$ cat src/rtl/control_strobe_gen_pkg.sv
// control_strobe_gen_pkg: shared FSM encoding, phase-field width and period clamp
// for the strobe generator and its phase comparators.
package control_strobe_gen_pkg;

    localparam int NB_PHASE = 4;

    typedef enum logic {
        ST_IDLE = 1'b0,
        ST_RUN  = 1'b1
    } state_t;

    // A requested period of 0 behaves as 1 so the counter always has a wrap point.
    function automatic logic [31:0] clamp_period(input logic [31:0] p);
        return (p == '0) ? 32'd1 : p;
    endfunction

endpackage

$ cat src/rtl/control_strobe_gen_phase_match.sv
// control_phase_match: registered one-cycle strobe when the shared counter
// equals this channel's phase and the strobe is qualified.
module control_phase_match
    import control_strobe_gen_pkg::*;
#(
    parameter int NB_PERIOD = NB_PHASE
) (
    input  logic                 clock,
    input  logic                 i_reset,
    input  logic [NB_PERIOD-1:0] i_cont,
    input  logic [NB_PERIOD-1:0] i_phase,
    input  logic                 i_qualify,
    output logic                 o_strobe
);

    logic r_strobe;

    always_ff @(posedge clock or posedge i_reset) begin
        if (i_reset) r_strobe <= 1'b0;
        else         r_strobe <= i_qualify && (i_cont == i_phase);
    end

    assign o_strobe = r_strobe;

endmodule

$ cat src/rtl/control_strobe_gen.sv
// control_strobe_gen: modulo-P sample strobe plus N_CH phase strobes, with period
// and phases shadow-registered and reloaded only at wrap, first load or sync.
module control_strobe_gen
    import control_strobe_gen_pkg::*;
#(
    parameter int NB_PERIOD       = NB_PHASE,
    parameter int N_CH            = 2,
    parameter bit HOLD_ON_DISABLE = 1'b0
) (
    input  logic                      clock,
    input  logic                      i_reset,
    input  logic                      i_enable,
    input  logic                      i_sync,
    input  logic [NB_PERIOD-1:0]      i_period,
    input  logic [N_CH*NB_PERIOD-1:0] i_phase,
    output logic                      o_valid,
    output logic [N_CH-1:0]           o_ch_valid,
    output logic [NB_PERIOD-1:0]      o_count,
    output logic                      o_busy
);

    state_t                    r_state;
    logic [NB_PERIOD-1:0]      r_cont;
    logic [NB_PERIOD-1:0]      r_period;
    logic [N_CH*NB_PERIOD-1:0] r_phase;

    state_t               w_state_next;
    logic [NB_PERIOD-1:0] w_cont_next;
    logic                 w_load;
    logic                 w_wrap;
    logic                 w_qualify;

    always_ff @(posedge clock or posedge i_reset) begin
        if (i_reset) r_state <= ST_IDLE;
        else         r_state <= w_state_next;
    end

    always_comb begin
        w_state_next = r_state;
        w_cont_next  = r_cont;
        w_load       = 1'b0;
        w_wrap       = (r_cont == r_period - NB_PERIOD'(1));
        // Sync suppresses strobes on its own edge; only a running, enabled cycle fires.
        w_qualify    = (r_state == ST_RUN) && i_enable && !i_sync;
        if (i_sync) begin
            w_state_next = i_enable ? ST_RUN : ST_IDLE;
            w_cont_next  = '0;
            w_load       = 1'b1;
        end else if (r_state == ST_IDLE) begin
            w_state_next = i_enable ? ST_RUN : ST_IDLE;
            w_cont_next  = '0;
            w_load       = i_enable;
        end else if (i_enable) begin
            w_cont_next  = w_wrap ? '0 : r_cont + NB_PERIOD'(1);
            w_load       = w_wrap;
        end else if (HOLD_ON_DISABLE == 1'b0) begin
            w_state_next = ST_IDLE;
            w_cont_next  = '0;
        end
    end

    always_ff @(posedge clock or posedge i_reset) begin
        if (i_reset) begin
            r_cont   <= '0;
            r_period <= '1;
            r_phase  <= '0;
        end else begin
            r_cont <= w_cont_next;
            if (w_load) begin
                r_period <= NB_PERIOD'(clamp_period(32'(i_period)));
                r_phase  <= i_phase;
            end
        end
    end

    // The sample strobe is simply a phase-0 comparator.
    control_phase_match #(.NB_PERIOD(NB_PERIOD)) u_valid (
        .clock     (clock),
        .i_reset   (i_reset),
        .i_cont    (r_cont),
        .i_phase   (NB_PERIOD'(0)),
        .i_qualify (w_qualify),
        .o_strobe  (o_valid)
    );

    for (genvar c = 0; c < N_CH; c++) begin : g_ch
        control_phase_match #(.NB_PERIOD(NB_PERIOD)) u_match (
            .clock     (clock),
            .i_reset   (i_reset),
            .i_cont    (r_cont),
            .i_phase   (r_phase[c*NB_PERIOD +: NB_PERIOD]),
            .i_qualify (w_qualify),
            .o_strobe  (o_ch_valid[c])
        );
    end

    assign o_count = r_cont;
    assign o_busy  = (r_state == ST_RUN);

endmodule

$ cat config.mk
export PLATFORM = sky130hd
export DESIGN_NAME = control_strobe_gen
export DESIGN_NICKNAME = d
export VERILOG_FILES = /design/src/rtl/control_strobe_gen_pkg.sv /design/src/rtl/control_strobe_gen_phase_match.sv /design/src/rtl/control_strobe_gen.sv
export SDC_FILE = /design/constraint.sdc
export NUM_CORES = 1
export LEC_CHECK = 0
export ABC_AREA = 1
export CAP_MARGIN = 20
export CORE_UTILIZATION = 33
export DETAILED_ROUTE_END_ITERATION = 7
export SLEW_MARGIN = 10
export SYNTH_ARGS = -nofsm -noshare
export SYNTH_HDL_FRONTEND = slang
export SYNTH_SLANG_ARGS = --single-unit
$ cat constraint.sdc
create_clock -name clock -period 2.55 [get_ports clock]
set_clock_uncertainty 0.1 [all_clocks]
set_input_delay 0.51 -clock clock [delete_from_list [all_inputs] [get_ports clock]]
set_output_delay 0.51 -clock clock [all_outputs]
set_load 0.01 [all_outputs]
==> key figures, run 1 <==
Timing
  • RSZ-0062 raised after global routing: no
  • Tmin final: 2.032 ns
  • Final Cycle Share: around four fifths
  • Max Fclk: a little under 500 MHz
  • Setup TNS: 0 ns
  • Pins Over Slew Limit: 0
  • Final setup fails: 0
  • Final Hold Vio Count: 0
  • Measured slew at the worst slew-check pin: 0.7657 ns
  • Hold WS: between 0.3 and 0.4 ns
  • Slew Limit Headroom: between 40% and 50%

Place
  • PortBufs: 23
  • HPWL Detailed: ~1.6 mm
  • Placed cell areas: approximately 1300 µm²
  • Placer Congestion: 0.7750

Setup path
  • WP data required: slightly below 2 ns
  • Critical R2R Launch: r_period[0]
  • CP Buf/Inv Count: 1
  • Critical path endpoint category: output pin
  • Reg2Reg Capture Point: r_phase[2]
  • CP Cell Sequence: clkdlybuf4s50_1
  • Critical Path Fanout Max: 7
  • Worst reg-to-reg path cell count: 9
  • CP Launch Type: flip-flop
  • Worst Path Arrival: about 1.4 ns
  • Crit. Startpoint: o_count[0]
  • CP Class: reg -> out
  • R2r setup slk: 0.59 ns
  • Critical path's top delay family: buffers and inverters
  • Max incr delay on CP: 0.60 ns
  • Worst path slowest cell: clkdlybuf4s50_1

Global routing
  • Initial antenna violation count: 0
  • Vias in the first global route: approximately 830
  • Largest net degree at the start of global routing: 21
  • First-pass GRT wire length: ~3.6 mm
  • Gr ovfl total: 0
  • Total GRT Usage: 13.28%

Run status
  • Status: complete, no violations

Cells and area
  • Synth-to-Final Area Change: 24.89%
  • Ant diodes: 0
  • Commonest non-fill, non-tap cell in the layout: nand2_1
  • Share of layout cells above drive strength 1: roughly 15%
  • Nets: 171
  • Most frequent cells in the layout: nand2_1, clkdlybuf4s50_1, nand3_1
  • Fin area: ~1400 µm²
  • Layout filler cell count: between 300 and 400

CTS
  • Clock transition at path regs: ~0.11 ns
  • TritonCTS sink count: 20
  • Post-CTS setup buffers: 0
  • Resize count post-CTS: 0
  • Worst-Skew Late Latency: 0.29 ns
  • Clock Path Buffers: 2
  • H-tree levels: 1
  • CTS tree: built
  • Total CTS buffers: 3
  • Clock Tree Root: clkbuf_4
  • # hold bufs at CTS: 0

Drt
  • WL final: between 2 and 2.5 mm
  • Wirelength per Cell: 10.37 µm
  • Drc violations: 0
  • Initial drt markers: 23
  • Post-DRT Antenna Nets: 0
  • DR pass1 iterations: 4
  • Via count: 848
  • Post-DR vias/cell: 4.349

Floorplan
  • Die Ht: about 60 µm
  • FP Rows: 20
  • Top Ports: 24
  • Core ar.: slightly above 3000 µm²
  • Die Wd: between 50 and 60 µm
  • Die area: approximately 3600 µm²
  • Starting density of the core: about a third

Run
  • Max Cap Viol: 0

Logic synthesis
  • #FFs+latches synth: 20
  • Post-synthesis cell count: 130
  • Syn_area_per_cell: 8.431 µm²
  • Sequential area share after synthesis: between 40 and 50%
  • Unique cell type count in the Yosys netlist: 22
  • Synth Cell Area: ~1100 µm²
  • Synth Net Count: 149
  • YS warnings: 0

Power and ir drop
  • Lkg Pwr: 0.0006798 µW
  • PD cells: slightly above 500 nW/µm²
  • Max IR drop VDD: 0.0003220 V

Worst hold path
  • Hold depth: 2
  • HP Start: r_period[1]
  • Hold Path End: r_period[1]
  • Worst hold path type: reg -> reg
==> through the flow <==
step	setup WS, ns	instances	total power, µW	util, %
after floorplan	0.7585	130	484.7	-
after CTS	0.4770	195	716.7	44.11
final	0.5184	195	703.8	44.11
after detailed placement	0.5787	191	533.4	42.94
after global routing	0.4537	195	751.4	44.11
after global placement	0.6200	191	527.5	42.94
==> area by class of cell <==
type	instances	area, µm²	share of cell area (%)
clock buffers	4	36.28	2.651
inverters	13	48.80	3.565
multi-input cells	91	493.0	36.01
flip-flops and latches	20	505.5	36.93
well taps	44	55.05	4.022
repair buffers	23	230.2	16.82
==> synthesized netlist by cell type <==
| master | number | area, µm² |
|---|---|---|
| nand2_1 | 37 | 138.9 |
| nand3_1 | 17 | 85.08 |
| dfrtp_1 | 16 | 400.4 |
| inv_1 | 12 | 45.04 |
| nor2_1 | 7 | 26.28 |
| xor2_1 | 6 | 52.55 |
| or2_2 | 5 | 31.28 |
| dfstp_2 | 4 | 105.1 |
| nand2_2 | 4 | 25.02 |
| buf_4 | 3 | 22.52 |
| ha_1 | 3 | 37.54 |
| xnor2_1 | 3 | 26.28 |
| buf_6 | 2 | 22.52 |
| nand2_4 | 2 | 22.52 |
| nor4_1 | 2 | 12.51 |
| clkbuf_1 | 1 | 3.750 |
| inv_2 | 1 | 3.750 |
| nand3_2 | 1 | 10.01 |
| nand3b_1 | 1 | 7.510 |
| nand4_1 | 1 | 6.260 |
| nor2_2 | 1 | 6.260 |
| nor3_1 | 1 | 5.000 |
==> logic make-up (layout without fill, tap and decap cells) <==
kind of cell | count (synthesis) | after routing | synth area share (%)
XOR/XNOR | 9 | 9 | 7.192
adder cells (fa/ha/maj) | 3 | 3 | 3.425
buffers and inverters | 19 | 40 | 8.903
flip-flops | 20 | 20 | 46.12
AND/OR/NAND/NOR | 79 | 79 | 34.36
==> sequential cells by signal, indices dropped and copies added (netlist names) <==
signal and flops:
u_valid.o_strobe 1, o_busy 1, g_ch.u_match.o_strobe 2, o_count 4, r_period 4, r_phase 8
==> power breakdown <==
group	switching [µW]	internal, µW	leakage, µW
clock network	93.3	87.0	0.0000210
logic	74.6	72.2	0.000412
registers	25.6	351	0.000247
==> per-layer routing <==
layer	vias to the layer above	share of wire (%)	track usage, %	routed length (µm)
met5	-	0	0	0
met4	0	0	0	0
met3	0	5.0	3.930	102
met2	25	47	23.43	944
met1	378	48	17.08	976
li1	445	-	-	-
==> worst max path at each step <==
stage / cells after the start / slack (ns) / end
global route: 1 / 0.45 / o_count[0]
global placement: 9 / 0.62 / r_phase[3]
detailed placement: 9 / 0.58 / r_phase[2]
finish: 1 / 0.52 / o_count[0]
CTS: 1 / 0.48 / o_count[0]
floorplan: 10 / 0.76 / r_phase[0]
Power figures use the tool's default switching activity.
==> run 2: changes to the inputs <==
==> constraint.sdc (replaced) <==
create_clock -name clock -period 1.7 [get_ports clock]
set_clock_uncertainty 0.1 [all_clocks]
set_input_delay 0.34 -clock clock [delete_from_list [all_inputs] [get_ports clock]]
set_output_delay 0.34 -clock clock [all_outputs]
set_load 0.01 [all_outputs]
==> run 2 against run 1 <==
Net effect:
- the flow now finishes with violations (setup timing)
- final cell count is 6.7% higher
- critical path depth is 8 higher
- combinational power is 89% higher
- global-route usage is 0.64 points higher
- design area is 11% higher
- count of clock-buffer cells in the layout is 1 lower
- via count is 5.3% higher
- critical endpoint is now r_phase[0]
- highest routed layer unchanged
==> key figures, run 2 (synthesis results as in run 1) <==
Setup path
  • CP Launch Type: flip-flop
  • Worst path slowest cell: dfstp_2
  • Worst Path Arrival: about 1.9 ns
  • CP Class: reg -> reg
  • CP Cell Sequence: inv_2 > ha_4 > xnor2_2 > nor2_2 > nand3_2 > nand2_4 > buf_4 > nand3_1 > nand2_1
  • R2r setup slk: -0.01 ns
  • Critical path's top delay family: flip-flops
  • Critical Path Fanout Max: 4
  • Max incr delay on CP: ~0.56 ns
  • Critical path endpoint category: flip-flop
  • WP data required: 1.85 ns
  • CP Buf/Inv Count: 2

Global routing
  • Vias in the first global route: 843
  • Gr ovfl total: 0
  • Initial antenna violation count: 0
  • Total GRT Usage: 13.91%
  • First-pass GRT wire length: 3.684 mm
  • Largest net degree at the start of global routing: 21

Cells and area
  • Ant diodes: 0
  • Largest Register: r_phase
  • Most frequent cells in the layout: nand2_1, clkdlybuf4s50_1, nand3_1
  • Nets: roughly 180
  • Layout filler cell count: around 320
  • Commonest non-fill, non-tap cell in the layout: nand2_1
  • Max reg flops: 8
  • Share of layout cells above drive strength 1: 26.22%
  • Synth-to-Final Area Change: 39.04%

CTS
  • Worst-Skew Late Latency: 0.30 ns
  • H-tree levels: 1
  • CTS tree: built
  • Clock Path Buffers: 2
  • Clock transition at path regs: between 0.1 and 0.15 ns
  • TritonCTS sink count: 20
  • Total CTS buffers: 3
  • Clock Tree Root: clkbuf_4

Floorplan
  • Top Ports: 24
  • Core ar.: approximately 3100 µm²
  • Starting density of the core: about a third
  • Die Wd: just under 60 µm
  • Die area: 3556 µm²
  • FP Rows: 20
  • Die Ht: 59.63 µm

Timing
  • Final Cycle Share: 100.7%
  • Pins Over Slew Limit: 0
  • Slew Limit Headroom: 79.06%
  • Max Fclk: roughly 580 MHz
  • Tmin final: approximately 1.7 ns
  • Final setup fails: 10
  • Hold WS: ~0.25 ns
  • Setup ws final: -0.01139 ns
  • Setup TNS: -0.07057 ns
  • Measured slew at the worst slew-check pin: 0.3141 ns
  • RSZ-0062 raised after global routing: yes
  • Final Hold Vio Count: 0

Place
  • HPWL Detailed: about 1.7 mm
  • PortBufs: 23
  • Placer Congestion: approximately 0.83

Drt
  • Post-DR vias/cell: 4.293
  • Via count: slightly below 900
  • Wirelength per Cell: between 10 and 15 µm
  • Post-DRT Antenna Nets: 0
  • DR pass1 iterations: 4
  • Initial drt markers: 15
  • Drc violations: 0
  • WL final: around 2.1 mm

Power and ir drop
  • Lkg Pwr: between 0.0007 and 0.0008 µW
  • Clk pwr share: 31.4%
  • PD cells: about 800 nW/µm²
  • Max IR drop VDD: 0.0003816 V
  • Comb pwr share: 22.7%
  • P_sw: ~310 µW
  • Switching Share: between 20% and 30%
  • Sequential power share: between 40% and 50%
  • Cell internal pwr: around 900 µW

Worst hold path
  • Worst hold path type: in -> async

Run
  • Max Cap Viol: 0

Run status
  • Failing checks: setup timing
  • Status: finished, violations left
## run 2: cell types whose count changed in the layout (fill, tap and decap cells not counted), sizes merged
cell           before  now
buf                 0   13
bufinv              0    1
clkbuf              4    3
clkdlybuf4s50      23   22
dlymetal6s2s        0    1
## run 2: what timing repair did
item / in CTS / in global routing
gates resized for setup: 3 / 5
hold buffers: 0 / 0
setup buffers: 3 / 0
setup endpoints to repair: 15 / 17
pin swaps: 0 / 5
## run 2: worst register-to-register path, stage by stage, from the launching register on
cell and delay [ns]:
dfstp_2 0.56, inv_2 0.05, ha_4 0.23, xnor2_2 0.13, nor2_2 0.09, nand3_2 0.10
nand2_4 0.13, buf_4 0.13, nand3_1 0.06, nand2_1 0.08
## run 2: final cells by class
class / instances / area (µm²) / share of cell area [%]
multi-input combinational: 91 / 524.3 / 34.40
sequential: 20 / 509.2 / 33.42
timing repair buffer: 36 / 334.1 / 21.92
tap: 44 / 55.05 / 3.612
inverter: 13 / 48.80 / 3.202
clock inverter: 1 / 30.03 / 1.970
clock buffer: 3 / 22.52 / 1.478
## run 2: power groups by stage
| stage | registers [µW] | logic (µW) | clock network (µW) |
|---|---|---|---|
| after floorplan | 567 | 168 | 0 |
| after global placement | 569 | 259 | 0 |
| after detailed placement | 571 | 265 | 0 |
| after CTS | 562 | 267 | 396 |
| after global routing | 568 | 315 | 414 |
| final | 562 | 278 | 384 |
## run 2: path summary, 6_finish.rpt
kind	start	to	cells past startpoint
worst max-delay path	r_period[1]	r_phase[0]	9
worst min-delay path	i_reset	r_phase[2]	3
worst max register to register	r_period[1]	r_phase[0]	9
worst min register to register	r_period[3]	r_period[3]	2
max in group asynchronous	i_reset	r_period[0]	3
min in group clock	r_period[3]	r_period[3]	2
## run 2: metrics by stage
step                      setup slack (ns)  instance area [µm²]  utilization [%]  std cells  power [µW]
after floorplan                   -0.02170                 1109                -        130       735.0
after global placement             0.01574                 1420            45.77        201       827.9
after detailed placement          -0.03134                 1420            45.77        201       836.1
after CTS                         -0.04573                 1499            48.31        208        1225
after global routing               -0.1112                 1524            49.11        208        1298
final                             -0.01139                 1524            49.11        208        1224
## run 2: metal layers
metal	track usage (%)	vias to the layer above	share of wire, %
li1	-	472	-
met1	17.33	398	47
met2	24.88	23	48
met3	3.930	0	4.7
met4	0.9967	0	0
met5	0	-	0
